--- config.mk ---
export PLATFORM = sky130hd
export DESIGN_NAME = arbitro_ram16k
export DESIGN_NICKNAME = d
export VERILOG_FILES = /design/src/rtl/arbitro_ram16k_pkg.sv /design/src/rtl/arbitro_ram16k_rr2.sv /design/src/rtl/arbitro_ram16k.sv
export SDC_FILE = /design/constraint.sdc
export NUM_CORES = 1
export LEC_CHECK = 0
export CAP_MARGIN = 20
export CORE_MARGIN = 2
export CORE_UTILIZATION = 43
export CTS_BUF_LIST = sky130_fd_sc_hd__clkbuf_8
export DETAILED_ROUTE_END_ITERATION = 6
export PLACE_DENSITY_LB_ADDON = 0.05
export SYNTH_ARGS = -nofsm -noshare
export SYNTH_HDL_FRONTEND = slang
export SYNTH_SLANG_ARGS = --single-unit
--- constraint.sdc ---
create_clock -name clock_sistema -period 2.9 [get_ports clock_sistema]
set_clock_uncertainty 0.15 [all_clocks]
set_input_delay 0.58 -clock clock_sistema [delete_from_list [all_inputs] [get_ports clock_sistema]]
set_output_delay 0.58 -clock clock_sistema [all_outputs]
set_load 0.02 [all_outputs]
--- src/rtl/arbitro_ram16k_pkg.sv ---
// Shared constants and state encoding for the 16K x 16 RAM arbiter.
package arbitro_ram16k_pkg;
   localparam int LARGURA_DADOS = 16;
   localparam int LARGURA_END   = 14;

   typedef enum logic [1:0] {
      OCIOSO   = 2'd0,
      ACESSO   = 2'd1,
      RESPOSTA = 2'd2
   } estado_t;
endpackage

--- src/rtl/arbitro_ram16k_rr2.sv ---
// Combinational 2-way round-robin pick: on a tie the requester that did not win last time wins.
module arbitro_ram16k_rr2 (
   input  logic req0,
   input  logic req1,
   input  logic ultimo,
   output logic vencedor,
   output logic valido
);
   always_comb begin
      valido   = req0 | req1;
      vencedor = (req0 & req1) ? ~ultimo : req1;
   end
endmodule

--- src/rtl/arbitro_ram16k.sv ---
// Shares one single-port 16K x 16 RAM between two req/ack requesters; one access per 3 cycles,
// ack two cycles after grant. A losing requester simply holds req until its ack arrives.
module arbitro_ram16k
   import arbitro_ram16k_pkg::*;
(
   input  logic                     clock_sistema,
   input  logic                     reset_sistema,
   input  logic                     req0,
   input  logic                     we0,
   input  logic [LARGURA_END-1:0]   end0,
   input  logic [LARGURA_DADOS-1:0] dado0,
   output logic                     ack0,
   output logic [LARGURA_DADOS-1:0] saida0,
   input  logic                     req1,
   input  logic                     we1,
   input  logic [LARGURA_END-1:0]   end1,
   input  logic [LARGURA_DADOS-1:0] dado1,
   output logic                     ack1,
   output logic [LARGURA_DADOS-1:0] saida1,
   output logic [LARGURA_DADOS-1:0] ram_entrada,
   output logic [LARGURA_END-1:0]   ram_endereco,
   output logic                     ram_escrita,
   input  logic [LARGURA_DADOS-1:0] ram_saida,
   output logic                     ocupado
);
   estado_t estado, estado_prox;
   logic    ultimo;
   logic    vencedor_r;
   logic    we_r;
   logic    vencedor;
   logic    valido;

   arbitro_ram16k_rr2 u_rr2 (
      .req0     (req0),
      .req1     (req1),
      .ultimo   (ultimo),
      .vencedor (vencedor),
      .valido   (valido)
   );

   always_ff @(posedge clock_sistema or posedge reset_sistema) begin
      if (reset_sistema) estado <= OCIOSO;
      else               estado <= estado_prox;
   end

   always_comb begin
      estado_prox = estado;
      case (estado)
         OCIOSO:   if (valido) estado_prox = ACESSO;
         ACESSO:   estado_prox = RESPOSTA;
         RESPOSTA: estado_prox = OCIOSO;
         default:  estado_prox = OCIOSO;
      endcase
   end

   always_ff @(posedge clock_sistema or posedge reset_sistema) begin
      if (reset_sistema) begin
         ultimo       <= 1'b1;
         vencedor_r   <= 1'b0;
         we_r         <= 1'b0;
         ram_endereco <= '0;
         ram_entrada  <= '0;
         ack0         <= 1'b0;
         ack1         <= 1'b0;
         saida0       <= '0;
         saida1       <= '0;
      end else begin
         ack0 <= 1'b0;
         ack1 <= 1'b0;
         case (estado)
            OCIOSO: begin
               if (valido) begin
                  vencedor_r   <= vencedor;
                  ram_endereco <= vencedor ? end1  : end0;
                  ram_entrada  <= vencedor ? dado1 : dado0;
                  we_r         <= vencedor ? we1   : we0;
               end
            end
            ACESSO: begin
               // Read data is taken on the same edge the RAM would commit a write.
               ultimo <= vencedor_r;
               if (vencedor_r) ack1 <= 1'b1;
               else            ack0 <= 1'b1;
               if (!we_r) begin
                  if (vencedor_r) saida1 <= ram_saida;
                  else            saida0 <= ram_saida;
               end
            end
            default: ;
         endcase
      end
   end

   // Gating with the state keeps a reset mid-access from committing the write.
   assign ram_escrita = we_r & (estado == ACESSO);
   assign ocupado     = (estado != OCIOSO);
endmodule
==> run metrics <==
status finished, final reports clean; crit-path max FO 4; via count ~2100; dpl hpwl approximately 5.1 mm; Tmin final 2.491 ns; final instance area 4976 sq um; Initial Util 0.4428; Total Routed Length roughly 6.6 mm; final critical-path setup slack ~0.41 ns; Slew Viols, Final 0; IO Port Bufs roughly 150; worst-path cell chain nand2b_1 > inv_1 > and2_1 > clkdlybuf4s50_1; Detailed Routing Iterations Pass 1 4; Post-Place Setup Slack around 0.44 ns; Antenna Nets Post-Route 0; core box area 7214 sq um; iteration-0 DRC count of the detailed router 26; CP Class flip-flop to output pin; most frequent cells in the layout 147 x clkdlybuf4s50_1, 68 x dfrtp_1, 57 x mux2_4; post-cts sizing count 0; nets approximately 430; Post-CTS Repair Setup Buffers 0; CP peak stage delay around 0.61 ns; Synth-to-Final Area Change 55.78%; area of the multi-input gates between 1000 and 1500 sq um; worst min-delay path startpoint ultimo; Max Clk Rate 401.4 MHz; CTS buffer count 9; share of layout cells above drive strength 1 0.3543; final setup vio count 0; post-layout total power between 5 and 6 mW; crit path from estado[1]; die area between 8000 and 9000 sq um; wire length per cell between 10 and 15 um; syn_nets between 200 and 300; transition time at the pin with the least slew margin about 0.45 ns; Synth Instances between 150 and 200; number of top-level pins roughly 150; vias in the first global route around 2300; initial antenna violation count 0; # rows 31; Max Cap Violations 0; Worst R2R Start ultimo; die height ~90 um; Critical Path RT between 2 and 2.5 ns; Reg area around 1700 sq um; Critical Path End Type output pin; HP Class flip-flop to flip-flop; Synth Cell Area approximately 3200 sq um; peak supply drop 0.5075 mV; final core occ 0.6897; placed inst area 4810 sq um; Final Hold Viols 0; Via density around 4.7; TNS Setup 0 ns; CTS clock-pin slew for the worst setup and hold paths approximately 0.070 ns; Hold Buf Count CTS 0; Pwr Density about 1100 nW/um^2; gpl congestion 0.7497; clk sinks 69; Clock Tree Buf Depth 2; CP max stage cell clkdlybuf4s50_1; placed cells 433; Crit path max-delay family buffers and inverters; htree depth 3; #FFs+latches synth 69; register area share after synthesis 0.5409; GRT Residual Overflow 0; Non-Filler Instances ~450; CTS root buf clkbuf_8; leakage about 2.2 nW; WP data arrival 1.76 ns; crit share post-route 0.8590; CTS tree yes; All-Layer GR Usage 0.1712; relative slew slack 0.6972; Synth Warn # 0; RSZ-0062 raised after global routing false; first-pass GRT wire length 10.96 mm; Yosys cell types 18; # fillers 526; Crit path buffers/inverters 2; DRC viols 0; most common cell after layout, fill and taps aside clkdlybuf4s50_1; syn_area_per_cell 16.90 sq um; worst skew pair latency 0.33 ns; Worst setup SP type flip-flop; worst hold margin ~0.33 ns; antenna cells 0; largest net degree at the start of global routing 30; Chip Width ~90 um
[cells in the mapped netlist]
library cell  count  area share
nor3_4            1      0.0051
and2_1            1      0.0020
nand3b_2          1      0.0035
mux2_2           37        0.13
inv_1             5      0.0059
dfrtp_1          68        0.53
nand2_1           2      0.0024
dfstp_2           1      0.0082
buf_4             3      0.0071
o22ai_1           1      0.0020
nand2b_1          1      0.0020
mux2_4           57        0.27
a21bo_4           1      0.0051
o21a_1            1      0.0024
nor2_2            1      0.0020
buf_2             1      0.0016
buf_6             5       0.018
nor2_1            2      0.0024
[worst reg2reg max path, stage by stage, from the launching register on]
cell     delay [ns]
dfstp_2        0.56
a21bo_4        0.23
buf_12         0.24
mux2_2         0.37
mux2_2         0.26
[kinds of logic (layout without fill, tap and decap cells)]
family / Yosys count / after routing / share of synthesized area
AOI/OAI and AO/OA: 3 / 3 / 0.009404
and+or+nand+nor: 9 / 9 / 0.01920
muxes: 94 / 94 / 0.3984
DFF: 69 / 69 / 0.5409
buffers and inverters: 14 / 175 / 0.03212
[routing by layer]
layer | share of wire | up-vias | global-route usage
met5 | 0 | - | 0
met4 | 0.024 | 0 | 0.08205
met3 | 0.090 | 13 | 0.06035
met2 | 0.50 | 92 | 0.2901
met1 | 0.39 | 995 | 0.1925
li1 | - | 991 | -
[final cells by class]
class	instances	area share
inverter	5	0.003772
sequential	69	0.3472
timing repair buffer	154	0.3163
clock buffer	9	0.02489
tap	99	0.02489
clock inverter	7	0.008549
multi-input combinational	106	0.2743
[report_power, final]
part | total [mW] | internal, mW | switching [mW] | leakage, nW
Clock | 0.656 | 0.305 | 0.351 | 0.0925
Sequential | 1.74 | 1.46 | 0.279 | 0.820
Combinational | 2.93 | 1.71 | 1.23 | 1.30
[state kept, by name, indices dropped and copies added (netlist names), 2 cells and up]
| signal | flops |
|---|---|
| ram_entrada | 16 |
| ram_endereco | 14 |
| estado | 2 |
| saida1 | 16 |
| saida0 | 16 |
[worst paths after layout]
kind,cells after the start,end,slack [ns]
max,4,ram_escrita,0.41
min,2,ultimo,0.33
max reg2reg,4,ram_endereco[3],0.99
min reg2reg,2,ultimo,0.33
max in group asynchronous,3,ultimo,1.51
min in group asynchronous,2,saida0[8],0.40
No activity file was read; power rests on OpenSTA's default activity.
